### src/rtl/countdown_pkg.sv
// Shared state encodings and small elaboration-time helpers for the
// countdown and display stages.
// Contents: 2-bit state localparams, state enum, max/width helper functions.
package countdown_pkg;

  // Alarm FSM encodings. The display stage decodes these, so keep them stable.
  localparam logic [1:0] S_IDLE      = 2'd0;
  localparam logic [1:0] S_WARN      = 2'd1;
  localparam logic [1:0] S_ALARM_ON  = 2'd2;
  localparam logic [1:0] S_ALARM_OFF = 2'd3;

  typedef enum logic [1:0] {
    IDLE      = S_IDLE,
    WARN      = S_WARN,
    ALARM_ON  = S_ALARM_ON,
    ALARM_OFF = S_ALARM_OFF
  } state_e;

  function automatic int max_int(input int a, input int b);
    return (a > b) ? a : b;
  endfunction

  // Bits needed for a counter that holds values 0 .. n-1 (never less than 1).
  function automatic int cnt_width(input int n);
    return (n > 2) ? $clog2(n) : 1;
  endfunction

endpackage

### src/rtl/tone_gen.sv
// Square-wave tone generator for the piezo buzzer.
// Ports: clk, rst (sync, active-high), restart (start a fresh phase, output
//        high next edge), enable (keep toggling), sq (registered square wave).
module tone_gen #(
  parameter int HALF_TONE = 5
) (
  input  logic clk,
  input  logic rst,
  input  logic restart,
  input  logic enable,
  output logic sq
);

  localparam int            CW   = (HALF_TONE > 2) ? $clog2(HALF_TONE) : 1;
  localparam logic [CW-1:0] LAST = CW'(HALF_TONE - 1);

  logic [CW-1:0] cnt_q;
  logic          sq_q;

  // Restart has priority so a new beep always begins with a full high
  // half-period, regardless of where the previous tone phase stood.
  always_ff @(posedge clk) begin
    if (rst) begin
      cnt_q <= '0;
      sq_q  <= 1'b0;
    end else if (restart) begin
      cnt_q <= '0;
      sq_q  <= 1'b1;
    end else if (enable) begin
      if (cnt_q == LAST) begin
        cnt_q <= '0;
        sq_q  <= ~sq_q;
      end else begin
        cnt_q <= cnt_q + 1'b1;
      end
    end else begin
      cnt_q <= '0;
      sq_q  <= 1'b0;
    end
  end

  assign sq = sq_q;

endmodule

### src/rtl/countdown_alarm.sv
// Countdown alarm: short warning chirp on the last three seconds, then a
// beep/gap alarm sequence on expiry that any key press can silence.
// Ports: clk, rst (sync, active-high), seconds[5:0], running, ack_p (in);
//        buzzer, alarm_active, blink (registered out, one cycle after the
//        cycle that caused the change).
module countdown_alarm
  import countdown_pkg::*;
#(
  parameter int CLK_HZ     = 10_000_000,
  parameter int TONE_HZ    = 2000,
  parameter int BEEP_MS    = 200,
  parameter int BEEP_COUNT = 3,
  parameter int WARN_MS    = 50
) (
  input  logic       clk,
  input  logic       rst,
  input  logic [5:0] seconds,
  input  logic       running,
  input  logic       ack_p,
  output logic       buzzer,
  output logic       alarm_active,
  output logic       blink
);

  // Cycle counts derived at elaboration time only.
  localparam int WARN_CYC  = CLK_HZ / 1000 * WARN_MS;
  localparam int BEEP_CYC  = CLK_HZ / 1000 * BEEP_MS;
  localparam int HALF_TONE = CLK_HZ / (2 * TONE_HZ);

  localparam int DUR_W  = cnt_width(max_int(WARN_CYC, BEEP_CYC));
  localparam int BEEP_W = cnt_width(BEEP_COUNT + 1);

  localparam logic [DUR_W-1:0]  WARN_LAST = DUR_W'(WARN_CYC - 1);
  localparam logic [DUR_W-1:0]  BEEP_LAST = DUR_W'(BEEP_CYC - 1);
  localparam logic [BEEP_W-1:0] BEEP_NUM  = BEEP_W'(BEEP_COUNT);

  state_e            state_q, state_d;
  logic [DUR_W-1:0]  dur_q;
  logic [BEEP_W-1:0] beep_q, beep_d, beep_inc;
  logic [5:0]        sec_prev_q;     // seconds as seen last cycle
  logic              run_prev_q;     // running as seen last cycle
  logic              alarm_active_q;
  logic              blink_q;

  logic expiry;
  logic warn_ev;
  logic enter;        // state (re-)entry this edge: clears the duration counter
  logic tone_restart;
  logic tone_enable;

  // Expiry needs the counter to have been running on the previous cycle, so
  // a decrement while paused, or the first cycle after reset, cannot fire.
  assign expiry  = (seconds == 6'd0) && (sec_prev_q != 6'd0) && run_prev_q;
  assign warn_ev = running && (seconds != sec_prev_q) &&
                   ((seconds == 6'd3) || (seconds == 6'd2) || (seconds == 6'd1));

  assign beep_inc = beep_q + 1'b1;

  always_comb begin
    state_d = state_q;
    beep_d  = beep_q;
    enter   = 1'b0;
    // Expiry beats everything, including a simultaneous ack_p, and restarts
    // an alarm already in progress from its first beep.
    if (expiry) begin
      state_d = ALARM_ON;
      beep_d  = '0;
      enter   = 1'b1;
    end else begin
      unique case (state_q)
        IDLE: begin
          if (warn_ev) begin
            state_d = WARN;
            enter   = 1'b1;
          end
        end
        WARN: begin
          // ack_p deliberately has no effect on the warning chirp.
          if (dur_q == WARN_LAST) begin
            state_d = IDLE;
            enter   = 1'b1;
          end
        end
        ALARM_ON: begin
          if (ack_p) begin
            state_d = IDLE;
            beep_d  = '0;
            enter   = 1'b1;
          end else if (dur_q == BEEP_LAST) begin
            state_d = ALARM_OFF;
            enter   = 1'b1;
          end
        end
        ALARM_OFF: begin
          if (ack_p) begin
            state_d = IDLE;
            beep_d  = '0;
            enter   = 1'b1;
          end else if (dur_q == BEEP_LAST) begin
            // A beep counts as complete once its gap has elapsed.
            enter = 1'b1;
            if (beep_inc < BEEP_NUM) begin
              state_d = ALARM_ON;
              beep_d  = beep_inc;
            end else begin
              state_d = IDLE;
              beep_d  = '0;
            end
          end
        end
        default: begin
          state_d = IDLE;
          beep_d  = '0;
          enter   = 1'b1;
        end
      endcase
    end
  end

  // The tone is driven from the next state so the buzzer lines up with the
  // registered state: high on the very edge that enters WARN/ALARM_ON.
  assign tone_enable  = (state_d == WARN) || (state_d == ALARM_ON);
  assign tone_restart = enter && tone_enable;

  always_ff @(posedge clk) begin
    if (rst) begin
      state_q        <= IDLE;
      dur_q          <= '0;
      beep_q         <= '0;
      sec_prev_q     <= 6'd0;
      run_prev_q     <= 1'b0;
      alarm_active_q <= 1'b0;
      blink_q        <= 1'b0;
    end else begin
      state_q    <= state_d;
      beep_q     <= beep_d;
      sec_prev_q <= seconds;
      run_prev_q <= running;
      if (enter || (state_d == IDLE)) begin
        dur_q <= '0;
      end else begin
        dur_q <= dur_q + 1'b1;
      end
      alarm_active_q <= (state_d == ALARM_ON) || (state_d == ALARM_OFF);
      blink_q        <= (state_d == ALARM_OFF);
    end
  end

  tone_gen #(
    .HALF_TONE (HALF_TONE)
  ) u_tone (
    .clk     (clk),
    .rst     (rst),
    .restart (tone_restart),
    .enable  (tone_enable),
    .sq      (buzzer)
  );

  assign alarm_active = alarm_active_q;
  assign blink        = blink_q;

endmodule

### config.mk
export PLATFORM = sky130hd
export DESIGN_NAME = countdown_alarm
export DESIGN_NICKNAME = d
export VERILOG_FILES = /design/src/rtl/countdown_pkg.sv /design/src/rtl/tone_gen.sv /design/src/rtl/countdown_alarm.sv
export SDC_FILE = /design/constraint.sdc
export NUM_CORES = 1
export LEC_CHECK = 0
export CAP_MARGIN = 0
export CORE_UTILIZATION = 56
export CTS_BUF_LIST = sky130_fd_sc_hd__clkbuf_2
export DETAILED_ROUTE_END_ITERATION = 8
export PLACE_DENSITY = 0.72
export SYNTH_ARGS = -nofsm -noshare
export SYNTH_HDL_FRONTEND = slang
export SYNTH_SLANG_ARGS = --single-unit
### constraint.sdc
create_clock -name clk -period 4.2 [get_ports clk]
set_input_delay 0.84 -clock clk [delete_from_list [all_inputs] [get_ports clk]]
set_output_delay 0.84 -clock clk [all_outputs]
set_load 0.005 [all_outputs]
==> results.ini, run 1 <==
[status]
status = complete, no violations

[critical_path]
cp_cell_sequence = nor4b_1 > nand3_1 > nor4_1 > a21oi_1 > a21o_1 > ha_1 > nor2_1 > nand2_1 > nor3_1
worst_setup_path_end_kind = flop
critPathKind = flop to flop
worst_ep_required_time_ns = 4.57
rrSetupSlack_ns = 0.87
r2r_end = u_tone.cnt_q[2]
critPathLaunchType = flop
crit-reg2reg-launch = dur_q[11]
crit_slowest_cell = nor4b_1
reg2regPathDepth = 9
cpPeakStageDelay_ns = 0.58
path_max_fanout = 12
arrival_ns = 3.70

[cts]
cts_tree = built
clock_sinks = 47
htree_levels = 2
numCtsBuffers = 5
cts.path.max_buffers = 2
post_cts_buffers = 0
clock_latency_ns = 0.43
post_cts_resized = 0
root_buffer = clkbuf_2
clk_pin_slew_ns = 0.25
cts_hold_buf = 0

[detailed_routing]
firstDrtPassIters = 4
drc_errors = 0
via_count = 1751
vias_per_cell = 5.63
wirelength_um = 4190
drtIter0Drc = 78
antenna_left = 0
wl_per_cell_um = 13.5

[final_layout]
multiInputGateArea_um2 = 1360
final_common_cell = dfxtp_1
drive_above_1_share = 0.169
final_area_um2 = 2590
seq_area_um2 = 941
fillers = 350
antenna_cells = 0
layout_common_cells = 47 x dfxtp_1, 30 x nor3_2, 24 x xor2_1, 21 x nand3_1, 14 x nand2_1
syn_to_final_growth_pct = 8.50
final-instance-count-excl-fill = 311
nNetsFinal = 275

[power_and_ir_drop]
cellPowerDensity_nw_per_um2 = 286
seq_power_share = 0.615
combPwrFrac = 0.044
p_int_mw = 0.569
p_clk_frac = 0.340
p_sw_frac = 0.231
vdd_drop_max_uv = 187
leakage_nw = 0.828
p_sw_mw = 0.171

[placement]
routabilityCongestion = 0.783
io_buffer_count = 12
dp_hpwl_um = 2920
dpl.cell_count = 303
placed_area_um2 = 2520

[yosys]
synth_edf_count = 0
synth_compound_area_frac = 0.0441
ys_ff_latch = 47
ys_seq_area_frac = 0.395
syn-num-nets = 262
postSynthAreaPerCell_um2 = 9.65
synth-simple-area-share = 0.370
ys_types = 37
netlist.area_leader.share = 0.395
synth_cells = 247
synth.area.mux_share = 0
netlist_area_um2 = 2380
synth_largest_area_cell = dfxtp_1
ys.flop_type = dfxtp_1
async_reset_ff_frac = 0
yosys_warnings = 0
synth-xor-area-share = 0.132
synthAdderAreaFrac = 0.0262
synthTopCellsByArea = dfxtp_1 39%, nor3_2 13%, xor2_1 8.8%, nand3_1 4.4%, xnor2_1 4.4%
synth_top_family_by_area = simple AND/OR/NAND/NOR gates

[timing]
rsz0062_at_grt = false
setup_violations = 0
fmax_mhz = 300
worstMarginPinSlew_ns = 0.842
slew_violations = 0
fin_worst_skew_ns = 0.0198
max-slew-margin-rel = 0.435
fin_tns_setup_ns = 0
post-route-period-util = 0.794
hold_violations = 0
period_minus_slack_ns = 3.33

[die]
die_w_um = 67.2
start_util = 0.587
dieArea_um2 = 4520
die_h_um = 67.2
fp.coreArea_um2 = 4060
ios = 13
rows = 23

[hold_path]
min_to = dur_q[0]
holdPathStages = 1
min_from = dur_q[0]
min_path_type = flop to flop

[global_route]
grt_pass1_wl_um = 6840
grt_usage = 0.199
antenna_found_initial = 0
grt_pass1_vias = 1608
gr-total-overflow = 0
grt_max_degree = 22

[job]
cap_violations = 0

==> registers in the layout, summed over array words and instances, names as in the netlist <==
signal / flops
dur_q: 21
u_tone.cnt_q: 12
sec_prev_q: 6
beep_q: 2
state_q: 2
alarm_active: 1
blink: 1
run_prev_q: 1
u_tone.sq: 1
==> layer usage <==
| metal | vias up | routed length (um) | track usage |
|---|---|---|---|
| met5 | - | 0 | 0 |
| met4 | 0 | 53 | 0.0638 |
| met3 | 7 | 118 | 0.0507 |
| met2 | 25 | 1880 | 0.334 |
| met1 | 819 | 2140 | 0.246 |
| li1 | 900 | - | - |
==> through the flow <==
step	hold slack (ns)	power (mW)	setup WS, ns	util
after floorplan	0.460	0.482	1.43	-
after global placement	0.489	0.496	0.769	0.620
after detailed placement	0.502	0.496	0.692	0.620
after CTS	0.531	0.747	0.888	0.637
after global routing	0.560	0.762	0.596	0.637
final	0.525	0.739	0.867	0.637
==> cell type report <==
class                   instances  area share
inverters                       4     0.00581
well taps                      50      0.0242
multi-input cells             188       0.527
repair buffers                 14      0.0522
clock inverters                 3      0.0169
clock buffers                   5     0.00968
flip-flops and latches         47       0.364
==> power by group through the flow <==
stage          sequential, mW  clock (mW)  combinational, mW
2_1_floorplan           0.462           0             0.0201
3_3_place_gp            0.463           0             0.0327
3_5_place_dp            0.463           0             0.0328
4_1_cts                 0.455       0.259             0.0331
5_1_grt                 0.456       0.271             0.0357
6_report                0.455       0.252             0.0327
==> logic make-up after synthesis <==
family,Yosys count
AND/OR/NAND/NOR,132
adder cells (fa/ha/maj),5
AO/OA/AOI/OAI,15
XOR/XNOR,36
buffers and inverters,12
flip-flops,47
==> synthesized netlist by cell type (all sizes together), types with 2 or more instances <==
| cell | n |
|---|---|
| nor3b | 2 |
| or2 | 3 |
| nor2 | 12 |
| dfxtp | 47 |
| nand3 | 21 |
| a31oi | 2 |
| nand2b | 2 |
| nor3 | 37 |
| nor4b | 3 |
| and4 | 4 |
| clkbuf | 4 |
| xor2 | 24 |
| nand2 | 14 |
| inv | 4 |
| xnor2 | 12 |
| buf | 4 |
| a21oi | 5 |
| nor2b | 10 |
| nand4 | 7 |
| nor4 | 4 |
| nor4bb | 3 |
| o211ai | 2 |
| and3 | 4 |
| ha | 5 |
| and2 | 2 |
==> worst max-delay path, delay by kind of cell, from the launching register on <==
kind / cells / cell delay, ns
and+or+nand+nor: 6 / 2.14
AOI/OAI and AO/OA: 2 / 0.42
DFF: 1 / 0.42
adders and majority gates: 1 / 0.28
==> worst max-delay path by stage <==
| stage | from | end | slack [ns] |
|---|---|---|---|
| 6_report | dur_q[11] | u_tone.cnt_q[2] | 0.87 |
| 5_1_grt | dur_q[11] | u_tone.cnt_q[2] | 0.60 |
| 4_1_cts | dur_q[11] | u_tone.cnt_q[2] | 0.89 |
| 3_5_place_dp | seconds[2] | u_tone.cnt_q[2] | 0.69 |
| 3_3_place_gp | seconds[2] | u_tone.cnt_q[3] | 0.77 |
| 2_1_floorplan | seconds[2] | u_tone.cnt_q[4] | 1.43 |
(Power assumes the default switching activity.)
==> inputs of run 2 (changes only) <==
- clock period: 4.2 -> 3.2 ns (I/O delays scaled with it)
==> run 2 against run 1 <==
  * Die area is the same
  * Critical path depth grew 1
  * Largest power group unchanged
  * Total power grew 19%
  * Via count grew 0.97%
  * Highest routed layer unchanged
  * Global-route usage grew 0.057 points
  * Routed wire length shrank 0.48%
  * Final area grew 0.63%
  * Worst setup slack lost 0.49 ns
  * Worst hold slack lost 0.0050 ns
  * Sequential share of layout area shrank 0.23 points
==> results.ini, run 2 (synthesized netlist as in run 1, its figures left out) <==
[cts]
htree_levels = 2
root_buffer = clkbuf_2
clock_latency_ns = 0.42
clock_sinks = 47
cts_hold_buf = 0
clk_pin_slew_ns = 0.23
cts_tree = built
post_cts_resized = 0
numCtsBuffers = 5
cts.path.max_buffers = 2
post_cts_buffers = 0

[detailed_routing]
vias_per_cell = 5.61
drc_errors = 0
via_count = 1768
wl_per_cell_um = 13.2
wirelength_um = 4170
drtIter0Drc = 102
antenna_left = 0
firstDrtPassIters = 4

[placement]
dp_hpwl_um = 2940
routabilityCongestion = 0.848
io_buffer_count = 12
placed_area_um2 = 2560

[final_layout]
drive_above_1_share = 0.181
antenna_cells = 0
final_area_um2 = 2600
largestRegisters = dur_q (21), u_tone.cnt_q (12), sec_prev_q (6)
fillers = 345
layout_common_cells = 47 x dfxtp_1, 30 x nor3_2, 24 x xor2_1, 21 x nand3_1, 14 x nand2_1
fin_util = 0.641
final_common_cell = dfxtp_1
top_register = dur_q
nNetsFinal = 279
largest_register_ffs = 21
syn_to_final_growth_pct = 9.19

[status]
status = complete, no violations

[timing]
hold_violations = 0
rsz0062_at_grt = false
slew_violations = 0
hold_ws_ns = 0.520
setup_violations = 0
worstMarginPinSlew_ns = 0.819
fmax_mhz = 354
max-slew-margin-rel = 0.449
post-route-period-util = 0.884
period_minus_slack_ns = 2.83
fin_tns_setup_ns = 0
fin_worst_skew_ns = 0.0163

[global_route]
grt_pass1_wl_um = 6820
grt_max_degree = 26
gr-total-overflow = 0
antenna_found_initial = 0
grt_pass1_vias = 1598
grt_usage = 0.199

[die]
die_w_um = 67.2
rows = 23
start_util = 0.587
ios = 13
fp.coreArea_um2 = 4060
dieArea_um2 = 4520
die_h_um = 67.2

[hold_path]
min_path_type = flop to flop

[critical_path]
critPathLaunchType = flop
arrival_ns = 3.18
worst_setup_path_end_kind = flop
worst_ep_required_time_ns = 3.55
critPathKind = flop to flop
path_max_fanout = 21

[job]
cap_violations = 0

[power_and_ir_drop]
leakage_nw = 0.840
vdd_drop_max_uv = 167
cellPowerDensity_nw_per_um2 = 339

[run 2: cell count changes in the layout (fill, tap and decap cells not counted)]
cell	before	now
buf_4	2	5
buf_12	0	1
bufinv_16	1	0
clkbuf_2	5	6
clkinv_4	1	0
clkinvlp_4	0	1
[run 2: worst paths after layout]
kind | depth (start not counted) | from | end | slack [ns]
max | 10 | dur_q[14] | dur_q[6] | 0.37
min | 1 | dur_q[0] | dur_q[0] | 0.52
max reg2reg | 10 | dur_q[14] | dur_q[6] | 0.37
min reg2reg | 1 | dur_q[0] | dur_q[0] | 0.52
[run 2: critical path, stage by stage (launching register included)]
cell and delay (ns):
dfxtp_1 0.41, nor4bb_1 0.53, nand3_1 0.18, nor4_1 0.32, buf_4 0.18, a21oi_1 0.09, a21o_1 0.21, ha_1 0.19
or2_2 0.31, buf_12 0.18, nor3_2 0.18
[run 2: power by group]
| part | internal [mW] | total [mW] | leakage [nW] | switching (mW) |
|---|---|---|---|---|
| sequential | 0.592 | 0.596 | 0.380 | 0.00398 |
| combinational | 0.0227 | 0.0444 | 0.430 | 0.0217 |
| clock | 0.0556 | 0.242 | 0.0290 | 0.187 |
| total | 0.671 | 0.883 | 0.840 | 0.213 |
[run 2: layer usage]
metal	vias to the layer above	GRT usage	wire, um	share of wire
met2	36	0.318	1810	0.43
met3	5	0.0507	153	0.037
met5	-	0	0	0
met1	811	0.255	2140	0.51
li1	916	-	-	-
met4	0	0.0798	66	0.016
[run 2: layout make-up]
type,count,area [um^2],share of cell area
inverter,4,15.0,0.00577
multi-input combinational,188,1360,0.524
timing repair buffer,18,178,0.0683
tap,50,62.6,0.0240
clock inverter,2,12.5,0.00481
clock buffer,6,30.0,0.0115
sequential,47,941,0.362
[run 2: through the flow]
step	instances	total power [mW]	setup WS [ns]
6_report	315	0.883	0.372
5_1_grt	315	0.915	0.194
4_1_cts	315	0.893	0.404
3_5_place_dp	307	0.652	0.119
3_3_place_gp	307	0.652	0.216
2_1_floorplan	247	0.633	0.462
